### config.mk
export PLATFORM = sky130hd
export DESIGN_NAME = argmax_select
export DESIGN_NICKNAME = d
export VERILOG_FILES = /design/src/rtl/argmax_select.sv
export SDC_FILE = /design/constraint.sdc
export NUM_CORES = 1
export LEC_CHECK = 0
export ABC_CLOCK_PERIOD_IN_PS = 8320
export CAP_MARGIN = 20
export CORE_MARGIN = 2
export CORE_UTILIZATION = 67
export CTS_BUF_LIST = sky130_fd_sc_hd__clkbuf_8
export DETAILED_ROUTE_END_ITERATION = 7
export DONT_BUFFER_PORTS = 1
export PLACE_DENSITY = 0.91
export SLEW_MARGIN = 20
export SYNTH_ARGS = -nofsm -noshare
export SYNTH_HDL_FRONTEND = slang
export SYNTH_SLANG_ARGS = --single-unit
### constraint.sdc
create_clock -name clk -period 8.32 [get_ports clk]
set_input_delay 1.248 -clock clk [delete_from_list [all_inputs] [get_ports clk]]
set_output_delay 1.248 -clock clk [all_outputs]
set_load 0.02 [all_outputs]
### src/rtl/argmax_select.sv
// Streams LENGTH IEEE-754 single-precision words from the activation BRAM and
// writes the index and bits of the largest non-NaN value to the result BRAM.
module argmax_select #(
    parameter int BRAM_WIDTH = 32,
    parameter int WORD_BYTES = 4,
    parameter int ADDR_WIDTH = 12,
    parameter int LENGTH     = 512
) (
    input  logic                  clk,
    input  logic                  reset,
    input  logic [31:0]           ps_control,
    output logic [31:0]           pl_status,
    output logic [ADDR_WIDTH-1:0] bram_addr_in,
    input  logic [BRAM_WIDTH-1:0] bram_rddata_in,
    output logic [BRAM_WIDTH-1:0] bram_wrdata_in,
    output logic [WORD_BYTES-1:0] bram_we_in,
    output logic [ADDR_WIDTH-1:0] bram_addr_out,
    input  logic [BRAM_WIDTH-1:0] bram_rddata_out,
    output logic [BRAM_WIDTH-1:0] bram_wrdata_out,
    output logic [WORD_BYTES-1:0] bram_we_out
);

    localparam logic [ADDR_WIDTH-1:0] LAST_IDX   = ADDR_WIDTH'(LENGTH - 1);
    localparam logic [ADDR_WIDTH-1:0] ADDR_STEP  = ADDR_WIDTH'(WORD_BYTES);
    localparam logic [BRAM_WIDTH-1:0] SIGN_BIT   = {1'b1, {(BRAM_WIDTH-1){1'b0}}};
    localparam logic [BRAM_WIDTH-1:0] NO_IDX     = '1;
    localparam logic [BRAM_WIDTH-1:0] QUIET_NAN  = BRAM_WIDTH'(32'h7FC0_0000);

    typedef enum logic [2:0] {
        IDLE,
        READ,
        DRAIN,
        WR_IDX,
        WR_VAL,
        DONE
    } state_t;

    state_t state;
    state_t next_state;

    logic                  start;
    logic [ADDR_WIDTH-1:0] addr;
    logic [ADDR_WIDTH-1:0] rd_idx;
    logic                  rd_vld;
    logic [ADDR_WIDTH-1:0] dat_idx;
    logic                  dat_vld;
    logic                  best_valid;
    logic [BRAM_WIDTH-1:0] best_val;
    logic [ADDR_WIDTH-1:0] best_idx;
    logic                  nan_seen;
    logic                  word_is_nan;
    logic                  word_wins;
    logic                  unused_bits;

    // Maps float bits onto an unsigned key with the same ordering as the values.
    function automatic logic [BRAM_WIDTH-1:0] order_key(input logic [BRAM_WIDTH-1:0] x);
        return x[BRAM_WIDTH-1] ? ~x : (x ^ SIGN_BIT);
    endfunction

    assign start       = ps_control[0];
    assign unused_bits = ^{ps_control[31:1], bram_rddata_out};

    assign word_is_nan = (bram_rddata_in[30:23] == 8'hFF) && (bram_rddata_in[22:0] != 23'd0);
    assign word_wins   = !best_valid || (order_key(bram_rddata_in) > order_key(best_val));

    always_ff @(posedge clk or negedge reset) begin
        if (!reset) begin
            state <= IDLE;
        end else begin
            state <= next_state;
        end
    end

    always_comb begin
        next_state      = state;
        bram_we_out     = '0;
        bram_addr_out   = '0;
        bram_wrdata_out = '0;
        unique case (state)
            IDLE: begin
                if (start) begin
                    next_state = READ;
                end
            end
            READ: begin
                if (rd_idx == LAST_IDX) begin
                    next_state = DRAIN;
                end
            end
            DRAIN: begin
                next_state = WR_IDX;
            end
            WR_IDX: begin
                bram_we_out     = '1;
                bram_addr_out   = '0;
                bram_wrdata_out = best_valid ? BRAM_WIDTH'(best_idx) : NO_IDX;
                next_state      = WR_VAL;
            end
            WR_VAL: begin
                bram_we_out     = '1;
                bram_addr_out   = ADDR_STEP;
                bram_wrdata_out = best_valid ? best_val : QUIET_NAN;
                next_state      = DONE;
            end
            DONE: begin
                if (!start) begin
                    next_state = IDLE;
                end
            end
            default: begin
                next_state = IDLE;
            end
        endcase
    end

    // Read issue, one-cycle BRAM latency alignment and running best tracking.
    always_ff @(posedge clk or negedge reset) begin
        if (!reset) begin
            addr       <= '0;
            rd_idx     <= '0;
            rd_vld     <= 1'b0;
            dat_idx    <= '0;
            dat_vld    <= 1'b0;
            best_valid <= 1'b0;
            best_val   <= '0;
            best_idx   <= '0;
            nan_seen   <= 1'b0;
        end else begin
            rd_vld  <= 1'b0;
            dat_vld <= rd_vld;
            dat_idx <= rd_idx;
            if (state == IDLE && start) begin
                addr       <= '0;
                rd_idx     <= '0;
                rd_vld     <= 1'b1;
                best_valid <= 1'b0;
                nan_seen   <= 1'b0;
            end else if (state == READ && rd_idx != LAST_IDX) begin
                addr   <= addr + ADDR_STEP;
                rd_idx <= rd_idx + 1'b1;
                rd_vld <= 1'b1;
            end
            if (dat_vld) begin
                if (word_is_nan) begin
                    nan_seen <= 1'b1;
                end else if (word_wins) begin
                    best_valid <= 1'b1;
                    best_val   <= bram_rddata_in;
                    best_idx   <= dat_idx;
                end
            end
        end
    end

    assign bram_addr_in   = addr;
    assign bram_wrdata_in = '0;
    assign bram_we_in     = '0;
    assign pl_status      = {30'd0, nan_seen, (state == DONE)};

endmodule

==> results.sh, run 1 <==
export IMPL_routed_via_density=5.61
export IMPL_multi_input_area_um2=3160
export IMPL_synth_top_cells_by_count="85 x dfrtp_1, 83 x buf_4, 44 x xor2_1"
export IMPL_fp_dieArea_um2=9450
export IMPL_ys_seq_area_share_pct=36.5
export IMPL_regArea_um2=2130
export IMPL_synth_cells=569
export IMPL_fillCellCount=637
export IMPL_rr_worst_depth=10
export IMPL_cts_tree="built"
export IMPL_relSlewSlack_pct=42.4
export IMPL_synth_most_common_cell="dfrtp_1"
export IMPL_synth_top_area_share_pct=36.5
export IMPL_dr_max_layer_used="met4"
export IMPL_gp_congestion=0.845
export IMPL_min_path_cells=0
export IMPL_cp_arrival_ns=2.93
export IMPL_grt_pass1_wl_um=17800
export IMPL_wl_um=11400
export IMPL_cts_setup_buffers=0
export IMPL_start_kind="register"
export IMPL_startpoint="state[2]$_DFFE_PN0P_"
export IMPL_nets=689
export IMPL_grt_pass1_vias=3632
export IMPL_r2r_end="best_val[22]$_DFFE_PN0P_"
export IMPL_drtIter0Drc=172
export IMPL_met2_length_um=5880
export IMPL_ir_drop_mv=0.192
export IMPL_routedWlPerCell_um=17.0
export IMPL_first_pass_iters=4
export IMPL_htreeDepth=3
export IMPL_cp_required_ns=7.07
export IMPL_fp_dieW_um=97.2
export IMPL_vias=3756
export IMPL_r2r_start="best_val[31]$_DFFE_PN0P_"
export IMPL_drive_gt1_share_pct=12.8
export IMPL_root_buffer="clkbuf_8"
export IMPL_clk_pin_slew_ns=0.08
export IMPL_fmax_mhz=240
export IMPL_cts_made_buffers=9
export IMPL_syn_area_um2=5820
export IMPL_maxCapViolations=0
export IMPL_cp_max_fo=14
export IMPL_core_um2=8590
export IMPL_max_clock_path_buffers=2
export IMPL_synth_area_leader_cell="dfrtp_1"
export IMPL_synth_edff_count=0
export IMPL_synth_seq_cells=85
export IMPL_hold_path_endpoint="dat_vld$_DFF_PN0_"
export IMPL_ys_warn_count=0
export IMPL_min_delay_start="rd_vld$_DFF_PN0_"
export IMPL_fp_dieH_um=97.2
export IMPL_p_per_area_nw_per_um2=391
export IMPL_diodes=0
export IMPL_antenna_found_initial=0
export IMPL_grt_remaining_overflow=0
export IMPL_worstSkewPairLatency_ns=0.37
export IMPL_min_period_ns=4.17
export IMPL_wl_met1_um=4470
export IMPL_pin_count=226
export IMPL_rsz0062_at_grt="no"
export IMPL_wl_met3_um=737
export IMPL_hold_viol=0
export IMPL_crit_path_end_kind="output port"
export IMPL_cts_resized=0
export IMPL_finalInstanceArea_um2=5750
export IMPL_portBuffers=0
export IMPL_skew_ns=0.0161
export IMPL_run_status="complete, no violations"
export IMPL_initial_core_util_pct=67.8
export IMPL_synthTopCellsByArea="dfrtp_1 37%, buf_4 11%, mux2_4 10%, ha_1 7.3%, xor2_1 6.6%"
export IMPL_grt_max_degree=86
export IMPL_clock_sinks=85
export IMPL_setup_viol=0
export IMPL_num_rows=34
export IMPL_fin_tns_setup_ns=0
export IMPL_drcViolationCount=0
export IMPL_antenna_left=0
export IMPL_synth_distinct_cells=43
export IMPL_r2r_slack_ns=4.24
export IMPL_placed_area_um2=5520
export IMPL_path_class="reg -> out"
export IMPL_cts_hold_buffers=0
export IMPL_avgSynthCellArea_um2=10.2
export IMPL_tightest_slew_ns=0.857
export IMPL_hold_class="reg -> reg"
export IMPL_synthToLayoutAreaGrowth_pct=-1.29
export IMPL_dpl_hpwl_um=8260
export IMPL_drv_slew=0
export IMPL_ys_flop_type="dfrtp_1"
export IMPL_grtUsageTotal_pct=23.4
export IMPL_synth_async_reset_ratio_pct=100
export IMPL_finalCritPeriodShare_pct=50.2
export IMPL_p_leak_nw=2.85
## worst max-delay path by stage
stage | to | slack [ns] | depth (start not counted)
floorplan | best_idx[0]$_DFFE_PN0P_ | 4.37 | 12
global placement | best_val[22]$_DFFE_PN0P_ | 4.18 | 9
detailed placement | best_val[22]$_DFFE_PN0P_ | 4.08 | 9
CTS | bram_wrdata_out[23] | 4.18 | 4
global route | bram_wrdata_out[23] | 3.94 | 4
finish | bram_wrdata_out[23] | 4.15 | 4
## routing by layer
layer | track usage, % | up-vias
li1 | - | 1734
met2 | 40.1 | 122
met1 | 27.9 | 1873
met5 | 0 | -
met4 | 10.5 | 0
met3 | 5.83 | 27
## critical path, stage by stage (launching register included)
cell and delay [ns]:
dfrtp_1 0.48, nand3b_1 0.47, nor2_1 0.78, nor2_1 0.35, a21oi_1 0.48
## cell usage in the layout (no fill, tap or decap), types with 2 or more instances in the layout
| cell | instances |
|---|---|
| nand3b_1 | 2 |
| and3_1 | 4 |
| bufinv_16 | 2 |
| a21oi_1 | 27 |
| and2_1 | 2 |
| buf_4 | 5 |
| ha_1 | 34 |
| o21ai_0 | 23 |
| nand2b_1 | 2 |
| nand4_1 | 11 |
| nand3_1 | 8 |
| inv_1 | 17 |
| clkbuf_8 | 9 |
| nor2b_1 | 3 |
| nor3_1 | 3 |
| xnor2_1 | 34 |
| o21ai_1 | 3 |
| and4_1 | 6 |
| dfrtp_1 | 85 |
| nor4_1 | 6 |
| mux2_4 | 40 |
| or3_1 | 4 |
| nor2_1 | 34 |
| conb_1 | 79 |
| xor2_1 | 44 |
| a21o_1 | 12 |
| nand2_1 | 40 |
| clkinv_4 | 3 |
| mux2_2 | 4 |
## registers in the layout (all words and copies together) (netlist names)
| name | count |
|---|---|
| best_idx | 12 |
| bram_addr_in | 10 |
| best_val | 32 |
| rd_vld | 1 |
| state | 3 |
| rd_idx | 12 |
| best_valid | 1 |
| nan_seen | 1 |
| dat_idx | 12 |
| dat_vld | 1 |
## where the power goes
group          internal (mW)  switching, mW
combinational          0.562          0.648
clock                  0.174          0.167
sequential             0.546          0.154
total                   1.28          0.969
## through the flow
stage / hold WS (ns) / power, mW / utilization [%] / std cells / setup slack [ns]
3_3_place_gp: 0.332 / 1.82 / 64.2 / 654 / 4.18
5_1_grt: 0.361 / 2.40 / 66.9 / 670 / 3.94
3_5_place_dp: 0.337 / 1.90 / 64.2 / 654 / 4.08
2_1_floorplan: 0.331 / 1.76 / - / 647 / 4.37
4_1_cts: 0.356 / 2.25 / 66.9 / 670 / 4.18
6_report: 0.355 / 2.25 / 66.9 / 670 / 4.15
## kinds of logic after synthesis
group                      share of synthesized area (%)
and+or+nand+nor                                     10.8
buffers and inverters                               14.4
DFF                                                 36.5
xor gates and xnor gates                            11.7
AOI/OAI and AO/OA                                   8.03
muxes                                               11.1
adders and majority gates                           7.30
other                                             0.0644
## layout make-up
| cell class | count | area share, % |
|---|---|---|
| multi-input combinational | 439 | 54.9 |
| sequential | 85 | 37.0 |
| tap | 108 | 2.35 |
| clock buffer | 9 | 2.15 |
| clock inverter | 7 | 1.85 |
| inverter | 17 | 1.11 |
| timing repair buffer | 5 | 0.653 |
Power figures use the tool's default switching activity.
==> run 2, diff against run 1 <==
- ABC_CLOCK_PERIOD_IN_PS: 8320 -> 4160
- clock period: 8.32 -> 4.16 ns (I/O delays scaled with it)
==> run 2 against run 1 <==
  * Clock power up 83%
  * Wire length down 0.16%
  * Non-clock buffer count up 4
  * Highest routed layer unchanged
  * Setup slack worse by 3.3 ns
==> results.sh, run 2 (synthesized netlist as in run 1, its figures left out) <==
export IMPL_grt_remaining_overflow=0
export IMPL_clk_pin_slew_ns=0.10
export IMPL_fp_dieArea_um2=9450
export IMPL_relSlewSlack_pct=43.6
export IMPL_wl_um=11400
export IMPL_routed_via_density=5.53
export IMPL_routedWlPerCell_um=16.9
export IMPL_p_clk_share_pct=13.8
export IMPL_worstSkewPairLatency_ns=0.37
export IMPL_largest_register="best_val"
export IMPL_antenna_left=0
export IMPL_p_sw_mw=1.97
export IMPL_gp_congestion=0.841
export IMPL_clock_sinks=85
export IMPL_drtIter0Drc=166
export IMPL_tightest_slew_ns=0.837
export IMPL_largest_reg_flops=32
export IMPL_p_per_area_nw_per_um2=777
export IMPL_start_kind="register"
export IMPL_final_cell_mix="85 x dfrtp_1, 79 x conb_1, 44 x xor2_1, 40 x nand2_1, 40 x mux2_4"
export IMPL_initial_core_util_pct=67.8
export IMPL_pwr_share_seq_pct=31.2
export IMPL_final_common_cell="dfrtp_1"
export IMPL_grtUsageTotal_pct=24.4
export IMPL_fin_tns_setup_ns=0
export IMPL_maxCapViolations=0
export IMPL_p_leak_nw=2.87
export IMPL_cts_setup_buffers=0
export IMPL_crit_path_end_kind="register"
export IMPL_max_clock_path_buffers=2
export IMPL_cp_required_ns=4.43
export IMPL_antenna_found_initial=0
export IMPL_cts_tree="built"
export IMPL_htreeDepth=3
export IMPL_first_pass_iters=4
export IMPL_pin_count=226
export IMPL_vias=3729
export IMPL_synthToLayoutAreaGrowth_pct=-0.623
export IMPL_cp_max_fo=28
export IMPL_switching_share_pct=43.7
export IMPL_drive_gt1_share_pct=13.4
export IMPL_combPwrFrac_pct=55.0
export IMPL_fmax_mhz=301
export IMPL_cts_hold_buffers=1
export IMPL_fp_dieW_um=97.2
export IMPL_num_rows=34
export IMPL_root_buffer="clkbuf_8"
export IMPL_p_total_mw=4.50
export IMPL_drcViolationCount=0
export IMPL_hold_viol=0
export IMPL_p_int_mw=2.53
export IMPL_hold_class="in -> async"
export IMPL_startpoint="best_val[31]$_DFFE_PN0P_"
export IMPL_cp_arrival_ns=3.59
export IMPL_run_status="complete, no violations"
export IMPL_skew_ns=0.0146
export IMPL_nets=693
export IMPL_portBuffers=0
export IMPL_grt_max_degree=86
export IMPL_cts_made_buffers=9
export IMPL_rsz0062_at_grt="no"
export IMPL_cts_resized=0
export IMPL_ir_drop_mv=0.505
export IMPL_diodes=0
export IMPL_grt_pass1_wl_um=18500
export IMPL_fp_dieH_um=97.2
export IMPL_grt_pass1_vias=3739
export IMPL_setup_viol=0
export IMPL_r2r_start="best_val[31]$_DFFE_PN0P_"
export IMPL_dpl_hpwl_um=8210
export IMPL_min_period_ns=3.32
export IMPL_drv_slew=0
export IMPL_finalInstanceArea_um2=5790
export IMPL_path_class="reg -> reg"
export IMPL_finalCritPeriodShare_pct=79.9
export IMPL_core_um2=8590
export IMPL_placed_area_um2=5550
==> run 2: worst paths after layout <==
path,end,slack [ns],cells after the start
worst max-delay path,best_val[23]$_DFFE_PN0P_,0.84,10
worst min-delay path,best_val[26]$_DFFE_PN0P_,0.14,1
worst max register to register,best_val[23]$_DFFE_PN0P_,0.84,10
worst min register to register,dat_vld$_DFF_PN0_,0.36,0
max in group asynchronous,dat_idx[11]$_DFF_PN0_,3.68,1
min in group clk,dat_vld$_DFF_PN0_,0.36,0
==> run 2: through the flow <==
step	setup slack, ns	utilization [%]	instances	hold WS [ns]
5_1_grt	0.713	67.4	674	0.163
4_1_cts	0.871	67.4	674	0.157
6_report	0.838	67.4	674	0.140
2_1_floorplan	0.830	-	647	0.328
3_3_place_gp	0.983	64.6	657	0.331
3_5_place_dp	0.923	64.6	657	0.331
==> run 2: layer usage <==
layer	vias up	share of wire, %	track usage, %	wire length, um
met1	1835	39	28.8	4490
met4	0	4.1	12.6	463
met3	38	5.8	6.04	655
met5	-	0	0	0
li1	1741	-	-	-
met2	115	51	41.2	5770
==> run 2: power by group through the flow <==
stage | clock, mW | combinational [mW] | sequential [mW]
floorplan | 0 | 2.22 | 1.31
global placement | 0 | 2.27 | 1.39
detailed placement | 0 | 2.42 | 1.41
CTS | 0.626 | 2.47 | 1.40
global route | 0.657 | 2.73 | 1.44
finish | 0.622 | 2.47 | 1.40
==> run 2: cell type report <==
type	count	area [um2]
well taps	108	135
fillers	611	2810
flip-flops and latches	85	2130
inverters	17	63.8
clock inverters	7	82.6
repair buffers	9	100
multi-input cells	439	3160
clock buffers	9	124
==> run 2: worst max-delay path, stage by stage (launching register included) <==
cell	delay (ns)
dfrtp_1	0.65
buf_12	0.27
xnor2_1	0.11
ha_1	0.32
nand4_1	0.22
a2111o_1	0.45
o211ai_2	0.10
a211oi_4	0.11
nor2_4	0.11
buf_4	0.45
mux2_2	0.40
==> run 3, diff against run 2 <==
- ABC_CLOCK_PERIOD_IN_PS: 4160 -> 3500
- clock period: 4.16 -> 3.5 ns (I/O delays scaled with it)
==> run 3 against run 2 <==
  * Clock power rose by 29%
  * Sequential cell count did not move
  * Hold slack got worse by 0.085 ns
  * Wire length rose by 1.2%
  * Critical path depth did not move
  * Global-route usage fell by 0.55 points
  * Via count rose by 3.1%
  * Cell count rose by 0.59%
  * Maximum frequency rose by 3.3%
==> results.sh, run 3 (synthesized netlist as in run 1, its figures left out) <==
export IMPL_p_clk_share_pct=14.8
export IMPL_cts_tree="built"
export IMPL_rsz0062_at_grt="no"
export IMPL_finalInstanceArea_um2=5840
export IMPL_drcViolationCount=0
export IMPL_core_um2=8590
export IMPL_grtUsageTotal_pct=23.8
export IMPL_first_pass_iters=5
export IMPL_worstSkewPairLatency_ns=0.36
export IMPL_routed_via_density=5.67
export IMPL_final_cell_mix="85 x dfrtp_1, 79 x conb_1, 44 x xor2_1, 40 x nand2_1, 40 x mux2_4"
export IMPL_fp_dieH_um=97.2
export IMPL_use_met2_pct=39.2
export IMPL_fp_dieW_um=97.2
export IMPL_post_place_ws_ns=-0.0127
export IMPL_vias=3843
export IMPL_routedWlPerCell_um=17.0
export IMPL_fin_util_pct=67.9
export IMPL_finalCritPeriodShare_pct=91.9
export IMPL_p_leak_nw=2.90
export IMPL_drive_gt1_share_pct=14.0
export IMPL_grt_pass1_wl_um=18200
export IMPL_switching_share_pct=42.9
export IMPL_cp_max_fo=23
export IMPL_antenna_found_initial=0
export IMPL_run_status="complete, no violations"
export IMPL_cts_setup_buffers=0
export IMPL_initial_core_util_pct=67.8
export IMPL_grt_remaining_overflow=0
export IMPL_hold_class="in -> async"
export IMPL_min_period_ns=3.22
export IMPL_maxCapViolations=0
export IMPL_combPwrFrac_pct=54.7
export IMPL_p_sw_mw=2.34
export IMPL_largest_reg_flops=32
export IMPL_gp_congestion=0.854
export IMPL_p_per_area_nw_per_um2=933
export IMPL_tightest_slew_ns=0.988
export IMPL_synthToLayoutAreaGrowth_pct=0.215
export IMPL_pin_count=226
export IMPL_num_rows=34
export IMPL_grt_use_met1_pct=29.6
export IMPL_nets=697
export IMPL_htreeDepth=3
export IMPL_relSlewSlack_pct=34.1
export IMPL_fillCellCount=631
export IMPL_pwr_share_seq_pct=30.5
export IMPL_cts_resized=0
export IMPL_fmax_mhz=311
export IMPL_skew_ns=0.0141
export IMPL_placed_area_um2=5580
export IMPL_grt_pass1_vias=3621
export IMPL_drtIter0Drc=278
export IMPL_cp_arrival_ns=3.47
export IMPL_top_usage_layer="met2"
export IMPL_setup_viol=0
export IMPL_hold_viol=0
export IMPL_final_common_cell="dfrtp_1"
export IMPL_clock_sinks=85
export IMPL_max_clock_path_buffers=2
export IMPL_start_kind="register"
export IMPL_clk_pin_slew_ns=0.10
export IMPL_largest_register="best_val"
export IMPL_p_int_mw=3.11
export IMPL_path_class="reg -> reg"
export IMPL_fp_dieArea_um2=9450
export IMPL_met3_usage_pct=6.69
export IMPL_cp_required_ns=3.75
export IMPL_timing_final_ws_setup_ns=0.283
export IMPL_cts_made_buffers=9
export IMPL_ir_drop_mv=0.490
export IMPL_crit_path_end_kind="register"
export IMPL_grt_max_degree=86
export IMPL_antenna_left=0
export IMPL_portBuffers=0
export IMPL_diodes=0
export IMPL_drv_slew=0
export IMPL_wl_um=11500
export IMPL_dpl_hpwl_um=8160
export IMPL_root_buffer="clkbuf_8"
## run 3: cell count changes in the layout (fill, tap and decap cells not counted), sizes merged
cell | before | now
clkinvlp | 2 | 0
buf | 9 | 12
bufinv | 1 | 2
inv | 19 | 21
nor2 | 35 | 36
clkinv | 2 | 1
## run 3: cell type report
class	instances	area (um2)	area share, %
Clock buffer	9	124	2.12
Tap cell	108	135	2.32
Clock inverter	7	103	1.76
Timing Repair Buffer	12	123	2.10
Sequential cell	85	2130	36.4
Multi-Input combinational cell	440	3160	54.2
Inverter	17	63.8	1.09
## run 3: routing by layer
metal | up-vias | part of all wire, % | wire length [um]
li1 | 1757 | - | -
met1 | 1895 | 39 | 4470
met2 | 156 | 50 | 5800
met3 | 35 | 7.4 | 856
met4 | 0 | 3.3 | 376
met5 | - | 0 | 0
## run 3: what timing repair did
action                                  in CTS  in global routing
hold endpoints to repair                    85                  0
hold buffers                                 1                  0
endpoints found under the setup margin      13                  0
## run 3: through the flow
step | hold WS [ns] | instances | power (mW) | TNS, ns
after floorplan | 0.229 | 647 | 4.20 | 0
after global placement | 0.232 | 660 | 4.40 | 0
after detailed placement | 0.231 | 660 | 4.57 | -0.0234
after CTS | 0.0778 | 678 | 5.44 | 0
after global routing | 0.0737 | 678 | 5.80 | 0
final | 0.0550 | 678 | 5.44 | 0
## run 3: power by group through the flow
stage               combinational, mW  sequential (mW)  clock, mW
finish                           2.98             1.66      0.805
global route                     3.24             1.70      0.858
floorplan                        2.64             1.55          0
CTS                              2.98             1.65      0.813
detailed placement               2.90             1.67          0
global placement                 2.77             1.64          0
## run 3: final timing paths
| path | depth (start not counted) | start | slack [ns] | to |
|---|---|---|---|---|
| worst max-delay path | 10 | best_val[31]$_DFFE_PN0P_ | 0.28 | best_val[20]$_DFFE_PN0P_ |
| worst min-delay path | 1 | reset | 0.05 | best_val[27]$_DFFE_PN0P_ |
| worst max register to register | 10 | best_val[31]$_DFFE_PN0P_ | 0.28 | best_val[20]$_DFFE_PN0P_ |
| worst min register to register | 0 | rd_vld$_DFF_PN0_ | 0.35 | dat_vld$_DFF_PN0_ |
| max in group asynchronous | 1 | reset | 3.10 | best_idx[2]$_DFFE_PN0P_ |
| min in group clk | 1 | ps_control[0] | 0.29 | state[2]$_DFFE_PN0P_ |
## run 3: critical path, stage by stage (launching register included)
cell and delay [ns]:
dfrtp_1 0.42, buf_12 0.19, xnor2_1 0.13, ha_1 0.32
nand4_1 0.18, a2111o_1 0.43, o211ai_2 0.11, a211oi_4 0.13
nor2_4 0.48, buf_4 0.34, mux2_2 0.36
